===== src/rtl/elevator_pkg.sv =====
// Shared types and constants for the two-car elevator dispatch arbiter.
// Field indices describe the boarding_n and hold_n bit layouts.
package elevator_pkg;

  localparam int NFLOORS = 7;
  localparam logic [1:0] HOLD_CYC = 2'd3;

  typedef logic [2:0] floor_t;

  localparam logic UP   = 1'b1;
  localparam logic DOWN = 1'b0;

  // boarding_n: pickup floor in [5:3], car-call destination in [2:0]
  localparam int BRD_PICK_LO = 3;
  localparam int BRD_DEST_LO = 0;

  // hold_n: boarding flag/count in [5]/[4:3], alight flag/count in [2]/[1:0]
  localparam int HOLD_B_ON     = 5;
  localparam int HOLD_B_CNT_LO = 3;
  localparam int HOLD_A_ON     = 2;
  localparam int HOLD_A_CNT_LO = 0;

endpackage


===== src/rtl/car_hold.sv =====
// Per-car door-hold timers: boarding and alight holds run independently as
// down-counters that rearm only after reaching zero.
module car_hold
  import elevator_pkg::*;
(
  input  logic       clk,
  input  logic       rst,
  input  floor_t     curr_floor,
  input  logic [5:0] boarding,
  output logic [5:0] hold
);

  floor_t     pick_floor;
  floor_t     dest_floor;
  logic       b_hit;
  logic       a_hit;
  logic [1:0] b_cnt;
  logic [1:0] a_cnt;
  logic       b_on;
  logic       a_on;

  assign pick_floor = boarding[BRD_PICK_LO +: 3];
  assign dest_floor = boarding[BRD_DEST_LO +: 3];
  assign b_hit = (pick_floor != '0) && (curr_floor != '0) && (curr_floor == pick_floor);
  assign a_hit = (dest_floor != '0) && (curr_floor != '0) && (curr_floor == dest_floor);

  // A flag tracks counter != 0 so the hold bits come straight from flops
  always_ff @(posedge clk) begin
    if (rst) begin
      b_cnt <= '0;
      b_on  <= 1'b0;
      a_cnt <= '0;
      a_on  <= 1'b0;
    end else begin
      if (b_cnt == '0 && b_hit) begin
        b_cnt <= HOLD_CYC;
        b_on  <= 1'b1;
      end else if (b_cnt != '0) begin
        b_cnt <= b_cnt - 2'd1;
        b_on  <= (b_cnt != 2'd1);
      end else begin
        b_on  <= 1'b0;
      end

      if (a_cnt == '0 && a_hit) begin
        a_cnt <= HOLD_CYC;
        a_on  <= 1'b1;
      end else if (a_cnt != '0) begin
        a_cnt <= a_cnt - 2'd1;
        a_on  <= (a_cnt != 2'd1);
      end else begin
        a_on  <= 1'b0;
      end
    end
  end

  always_comb begin
    hold = '0;
    hold[HOLD_B_ON]              = b_on;
    hold[HOLD_B_CNT_LO +: 2]     = b_cnt;
    hold[HOLD_A_ON]              = a_on;
    hold[HOLD_A_CNT_LO +: 2]     = a_cnt;
  end

endmodule


===== src/rtl/elevator_turn.sv =====
// Dispatch arbiter for two cars over seven floors: grants turns for pending
// hall calls and raises per-car door holds. All outputs are registered.
module elevator_turn
  import elevator_pkg::*;
(
  input  logic        clk,
  input  logic        rst,
  input  logic [2:0]  curr_elevator_1,
  input  logic [2:0]  curr_elevator_2,
  input  logic [13:0] up_passenger,
  input  logic [13:0] down_passenger,
  input  logic [1:0]  dir_elevator,
  input  logic [5:0]  boarding_1,
  input  logic [5:0]  boarding_2,
  output logic [1:0]  turn,
  output logic [5:0]  hold_1,
  output logic [5:0]  hold_2
);

  logic       busy_1;
  logic       busy_2;
  logic       elig_1;
  logic       elig_2;
  logic [1:0] turn_nxt;
  floor_t     call_floor;

  car_hold u_hold_1 (
    .clk        (clk),
    .rst        (rst),
    .curr_floor (curr_elevator_1),
    .boarding   (boarding_1),
    .hold       (hold_1)
  );

  car_hold u_hold_2 (
    .clk        (clk),
    .rst        (rst),
    .curr_floor (curr_elevator_2),
    .boarding   (boarding_2),
    .hold       (hold_2)
  );

  assign busy_1 = hold_1[HOLD_B_ON] | hold_1[HOLD_A_ON];
  assign busy_2 = hold_2[HOLD_B_ON] | hold_2[HOLD_A_ON];
  assign elig_1 = !busy_1 && (curr_elevator_1 != '0);
  assign elig_2 = !busy_2 && (curr_elevator_2 != '0);

  function automatic logic [3:0] abs_diff(input floor_t a, input floor_t b);
    return (a >= b) ? {1'b0, a - b} : {1'b0, b - a};
  endfunction

  // Winner for one call: nearest direction-compatible car, else nearest
  // eligible car; distance ties go to car 1.
  function automatic logic [1:0] pick_car(
    input logic   up_call,
    input floor_t f,
    input floor_t fl1,
    input floor_t fl2,
    input logic   dir1,
    input logic   dir2,
    input logic   el1,
    input logic   el2
  );
    logic       c1, c2, k1, k2;
    logic [3:0] d1, d2;
    c1 = el1 && (up_call ? (dir1 == UP && fl1 <= f) : (dir1 == DOWN && fl1 >= f));
    c2 = el2 && (up_call ? (dir2 == UP && fl2 <= f) : (dir2 == DOWN && fl2 >= f));
    k1 = (c1 || c2) ? c1 : el1;
    k2 = (c1 || c2) ? c2 : el2;
    d1 = abs_diff(fl1, f);
    d2 = abs_diff(fl2, f);
    if (k1 && (!k2 || d1 <= d2)) return 2'b01;
    else if (k2)                 return 2'b10;
    else                         return 2'b00;
  endfunction

  always_comb begin
    turn_nxt   = '0;
    call_floor = '0;
    for (int f = 1; f <= NFLOORS; f++) begin
      call_floor = floor_t'(f);
      if (up_passenger[2*f-2 +: 2] != 2'd0)
        turn_nxt = turn_nxt | pick_car(1'b1, call_floor, curr_elevator_1, curr_elevator_2,
                                       dir_elevator[0], dir_elevator[1], elig_1, elig_2);
      if (down_passenger[2*f-2 +: 2] != 2'd0)
        turn_nxt = turn_nxt | pick_car(1'b0, call_floor, curr_elevator_1, curr_elevator_2,
                                       dir_elevator[0], dir_elevator[1], elig_1, elig_2);
    end
  end

  always_ff @(posedge clk) begin
    if (rst) turn <= '0;
    else     turn <= turn_nxt;
  end

endmodule


===== config.mk =====
export PLATFORM = sky130hd
export DESIGN_NAME = elevator_turn
export DESIGN_NICKNAME = d
export VERILOG_FILES = /design/src/rtl/elevator_pkg.sv /design/src/rtl/car_hold.sv /design/src/rtl/elevator_turn.sv
export SDC_FILE = /design/constraint.sdc
export NUM_CORES = 1
export LEC_CHECK = 0
export CELL_PAD_IN_SITES_DETAIL_PLACEMENT = 0
export CELL_PAD_IN_SITES_GLOBAL_PLACEMENT = 2
export CORE_MARGIN = 2
export CORE_UTILIZATION = 28
export DETAILED_ROUTE_END_ITERATION = 8
export PLACE_DENSITY_LB_ADDON = 0.1
export SLEW_MARGIN = 20
export SYNTH_ARGS = -nofsm -noshare
export SYNTH_HDL_FRONTEND = slang
export SYNTH_SLANG_ARGS = --single-unit

===== constraint.sdc =====
create_clock -name clk -period 3.9 [get_ports clk]
set_input_delay 0.78 -clock clk [delete_from_list [all_inputs] [get_ports clk]]
set_output_delay 0.78 -clock clk [all_outputs]
set_load 0.1 [all_outputs]

; ---- Yosys cells after proc, flatten, opt, wreduce, memory -nomap -nowiden
; Cells that the tools add are included.
[totals]
ff_bits = 14
latchBits = 0
ram_bits = 0
rom_bits = 0
inputBits = 50
output_inout_bits = 14
wordCells = 374
n_memories = 0
[op_classes]
addsub = 32
n_mul = 0
n_div = 0
n_lt_le_gt_ge = 35
n_eq_ne = 8
shifts = 0
n_mux = 113
bitwise = 17
n_reduce_logical = 160
[op_table]
columns = cell, count
row1 = $mux W2, 63
row2 = $logic_and A1 B1 Y1, 84
row3 = $reduce_bool A2 Y1, 22
row4 = $mux W3, 14
row5 = $mux W1, 36
row6 = $logic_or A1 B1 Y1, 28
row7 = $or A2 B2 Y2, 13
row8 = $ge A3 B3 Y1 const B, 8
row9 = $le A3 B3 Y1 const B, 8
row10 = $sub A3 B3 Y3 const A, 8
row11 = $sub A3 B3 Y3 const B, 8
row12 = $le A3 B3 Y1, 6
row13 = $reduce_bool A3 Y1, 6
row14 = $logic_not A1 Y1, 16
row15 = $eq A3 B3 Y1, 4
row16 = $ge A3 B2 Y1 const B, 4
row17 = $le A3 B2 Y1 const B, 4
row18 = $sub A2 B3 Y3 const A, 4
row19 = $sub A3 B2 Y3 const B, 4
row20 = $logic_not A2 Y1, 4
row21 = $ne A2 B1 Y1 const B, 4
row22 = $sub A2 B1 Y2 const B, 4
row23 = $ge A3 B1 Y1 const B, 2
row24 = $le A3 B1 Y1 const B, 2
row25 = other kinds (5), 9

; ---- Depth between registers and ports, before layout
[logic_depth]
depth_word = 37
depth_mapped = 15
ltp_nobuf = 14

; ---- Modules after synthesis
; From an unflattened synthesis, not the netlist that was laid out.
[unflattened]
cells_unflattened = 357
hier_area_um2 = 2737.6
[by_module_without_submodules]
columns = module, n_inst, cells_per_inst, area_each_um2, seq_area_each_um2
row1 = elevator_turn, 1, 275, 1969.4, 40.0
row2 = car_hold, 2, 41, 384.1, 120.1

; ---- Worst setup path after synthesis
; Ideal clock, no wire load.
[synth_path]
path_type = input to register
start = input curr_elevator_1[1]
end = register turn[1]
setup_time_ns = 0.138
t_arrival_ns = 3.341
required_time_ns = 3.762
slack_ns = 0.421
cell_stages = 12
n_path_buf = 1
cell_sequence = clkbuf_1 -> inv_1 -> ha_1 -> a221oi_1 -> o21ai_0 -> ha_1 -> nor2b_1 -> o21ai_0 -> a32oi_1 -> maj3_1 -> o221ai_1 -> a41oi_1
[synth_via]
elab_chain_len = 36
elab_cells_between_ends = 224
classes_between = 14 x add/sub / 21 x order compare / 90 x mux / 13 x bitwise / 86 x reduce/logical
[synth_lines]
columns = item, line
row1 = "start, declared", elevator_turn.sv:8  ; input logic [2:0] curr_elevator_1,
row2 = "parallel branches: the longest is 35 deep, another holds $sub A1 B3 Y3", --
row3 = $mux W2 (*), elevator_turn.sv:85  ; if (down_passenger[2*f-2 +: 2] != 2'd0)
row4 = "end signal, assigned", elevator_turn.sv:93  ; else turn <= turn_nxt;
row5 = "end, declared", elevator_turn.sv:15  ; output logic [1:0] turn,
; Every way passes the cells marked *. The select of a mux whose other input is x is not followed.
; A chain may end at the register's enable or synchronous reset.

; ---- Final worst setup path
[layout_path]
start = input curr_elevator_1[0]
end = register turn[0]
; The elaborated chain is that of the path after synthesis.

==> out/qor.csv <==
metric;value;unit
status;finished, final reports clean;
arrival time at the worst endpoint;3.78;ns
most frequent CP cell;ha_1;
Synthesized Nets;488;
Slowest-stage cell, CP;clkdlybuf4s50_1;
via-per-instance ratio;5.144;
clock sink count;14;
Layout Cells excl Fill;612;
P&R area growth vs syn;41.43;%
setup bufs post-CTS;0;
die area;10530;sq um
Final Skew;0.006956;ns
Seq cells post-synth;14;
# fillers;994;
DRT antenna net count;0;
total CTS buffers;3;
pin count of the biggest net entering global routing;15;
Vias;3148;
Hold Fails Final Rpt;0;
Compound-Gate Fraction of Synth Area;31.47;%
Critical Path Fanout Max;6;
CTS Hold Bufs;0;
Final #Nets;582;
Netlist cell types;49;
largest family of logic cells by synthesized area;compound AO/OA/AOI/OAI gates;
Initial Utilization;29.20;%
DR pass1 iterations;4;
Root Driver;clkbuf_8;
Pwr Density;538.6;nW/um^2
Routed WL;9979;um
post-synthesis average cell area;6.984;sq um
Final Slew Violations;0;
Buf+Inv Stages, Crit Path;2;
Clock Latency Late Sink;0.26;ns
Peak Freq;0.2721;GHz
Final setup viols;0;
crit-path cells;clkdlybuf4s50_1 > ha_1 > buf_4 > ha_1 > mux2_2 > ha_1 > o21ai_0 > a32oi_2 > a211oi_1 > nor4_1 > a41oi_1;
Core Region;9328;sq um
layout cell share with drive strength beyond 1;12.84;%
LEAKAGE;1.679;nW
Post-Synthesis Cells;390;
Seq/Total Area, Yosys;10.29;%
mux share of post-synthesis cell area;4.915;%
asr flop ratio synth;0;%
Max clock buf depth;2;
Critical Path End Type;register;
most frequent cells in the layout;clkdlybuf4s50_1, nor2_1, ha_1;
GP Congestion;0.8753;
All-Layer GR Usage;19.19;%
Post-synth top flop;dfxtp_1;
Rel. slew slack;33.43;%
Initial DRC Count;117;
Crit path required time;4.01;ns
Post-synth EDFFs;0;
dpl hpwl;8259;um
Max-Cap Viols;0;
vias in the first global route;2985;
Period Utilization, post-route;94.25;%
synthesized cell area;2724;sq um
crit start category;primary input;
Synth warnings;0;
Port Buffers;63;
Residual DRC;0;
global-route wire length before repair;15500;um
Die X;102.6;um
Max stage delay on crit path;0.51;ns
initial antenna violation count;0;
row count;35;
Max VDD drop;0.4970;mV
post-synthesis xor/xnor area fraction;2.572;%
most common cell after layout, fill and taps aside;clkdlybuf4s50_1;
Tmin final;3.676;ns
WL/cell;16.31;um
TritonCTS clock tree;yes;
n_diodes;0;
simple-gate portion of the synthesized area;20.35;%
GR Overflow Total;0;
Worst-path clk slew;0.07;ns
Adder-Cell Fraction of Synth Area;23.15;%
Hold WS;0.5165;ns
Setup CP Type;primary input to register;
Hold Crit Class;register to register;
CP top delay family;adder cells;
Die Span Y;102.6;um
CTS HTree Levels;1;
Tightest Pin Transition;0.9955;ns
Top Ports;64;
placed insts;608;
RSZ-0062 raised after global routing;no;
## logic make-up after synthesis
| group | Yosys count |
|---|---|
| xor gates and xnor gates | 8 |
| and+or+nand+nor | 123 |
| buffers and inverters | 48 |
| muxes | 13 |
| AOI/OAI and AO/OA | 133 |
| DFF | 14 |
| adders and majority gates | 51 |
## worst paths after layout
path | start | end | slack, ns | depth (start not counted)
min reg2reg | u_hold_1.a_cnt[1] | u_hold_1.a_cnt[1] | 0.52 | 2
min | u_hold_1.a_cnt[1] | u_hold_1.a_cnt[1] | 0.52 | 2
max reg2reg | u_hold_1.a_on | turn[1] | 1.74 | 9
max | curr_elevator_1[0] | turn[0] | 0.22 | 11
## where the power goes
| group | switching (W) | total, W | internal (W) |
|---|---|---|---|
| registers | 0.0000504 | 0.000253 | 0.000203 |
| clock network | 0.0000640 | 0.000154 | 0.0000897 |
| logic | 0.00109 | 0.00167 | 0.000579 |
## Yosys cell counts, types with 2 or more instances
cell type | n | share of area, %
ha_1 | 48 | 22
nor2_1 | 48 | 6.6
o21ai_0 | 41 | 7.5
nand2_1 | 36 | 5.0
a21oi_1 | 29 | 5.3
inv_1 | 29 | 4.0
dfxtp_1 | 14 | 10
clkbuf_1 | 12 | 1.7
a211oi_1 | 11 | 3.0
mux2i_1 | 10 | 3.7
nor2b_1 | 9 | 2.1
o211ai_1 | 9 | 2.5
o221ai_1 | 9 | 2.9
a21o_1 | 6 | 1.7
a32oi_1 | 6 | 1.9
nor3_1 | 6 | 1.1
a31oi_1 | 5 | 1.1
or3_1 | 5 | 1.1
xor2_1 | 5 | 1.6
buf_4 | 4 | 1.1
nand3_1 | 4 | 0.73
nor4_1 | 4 | 0.92
maj3_1 | 3 | 1.1
mux2_2 | 3 | 1.2
or2_2 | 3 | 0.69
xnor2_1 | 3 | 0.96
a311oi_1 | 2 | 0.64
a41oi_1 | 2 | 0.64
buf_2 | 2 | 0.37
nand2b_1 | 2 | 0.46
o41ai_1 | 2 | 0.64
## layout make-up
cell class	instances	area, sq um	area share [%]
clock buffer	4	55.05	1.429
tap	129	161.4	4.190
multi-input combinational	328	2276	59.08
sequential	14	280.3	7.275
timing repair buffer	108	970.9	25.20
inverter	29	108.9	2.826
## routing by layer
metal | GRT usage, % | up-vias | part of all wire, %
li1 | - | 1598 | -
met1 | 25.47 | 1448 | 47
met2 | 31.83 | 86 | 45
met3 | 2.915 | 16 | 4.6
met4 | 6.359 | 0 | 2.6
met5 | 0 | - | 0
## registers in the layout, indices dropped and copies added, names as in the netlist
register,flops
u_hold_1.a_cnt,2
u_hold_2.b_on,1
u_hold_1.b_on,1
u_hold_1.a_on,1
turn,2
u_hold_2.a_cnt,2
u_hold_2.a_on,1
u_hold_2.b_cnt,2
u_hold_1.b_cnt,2
## worst reg2reg max path, cell delays in order, from the launching register on
cell and delay [ns]:
dfxtp_1 0.32, or3_1 0.39, buf_4 0.22, nor2_2 0.19
buf_4 0.16, a31oi_1 0.10, o221ai_1 0.10, o311ai_0 0.16
nor3_1 0.25, a41oi_1 0.13
## metrics by stage
step / instance area [sq um] / setup TNS (ns) / utilization (%) / setup slack, ns / total power (W)
after floorplan: 2724 / 0 / - / 0.4215 / 0.001426
after global placement: 3765 / -0.1438 / 40.36 / -0.1135 / 0.001912
after detailed placement: 3765 / -0.2247 / 40.36 / -0.1774 / 0.001902
after CTS: 3820 / 0 / 40.95 / 0.09208 / 0.002066
after global routing: 3852 / 0 / 41.30 / 0.003205 / 0.002243
final: 3852 / 0 / 41.30 / 0.2244 / 0.002075
## repair_timing
action,in CTS,in global routing
resized for setup,0,7
setup endpoints to repair,0,2
endpoints found under the hold margin,0,0
No activity file was read; power rests on OpenSTA's default activity.
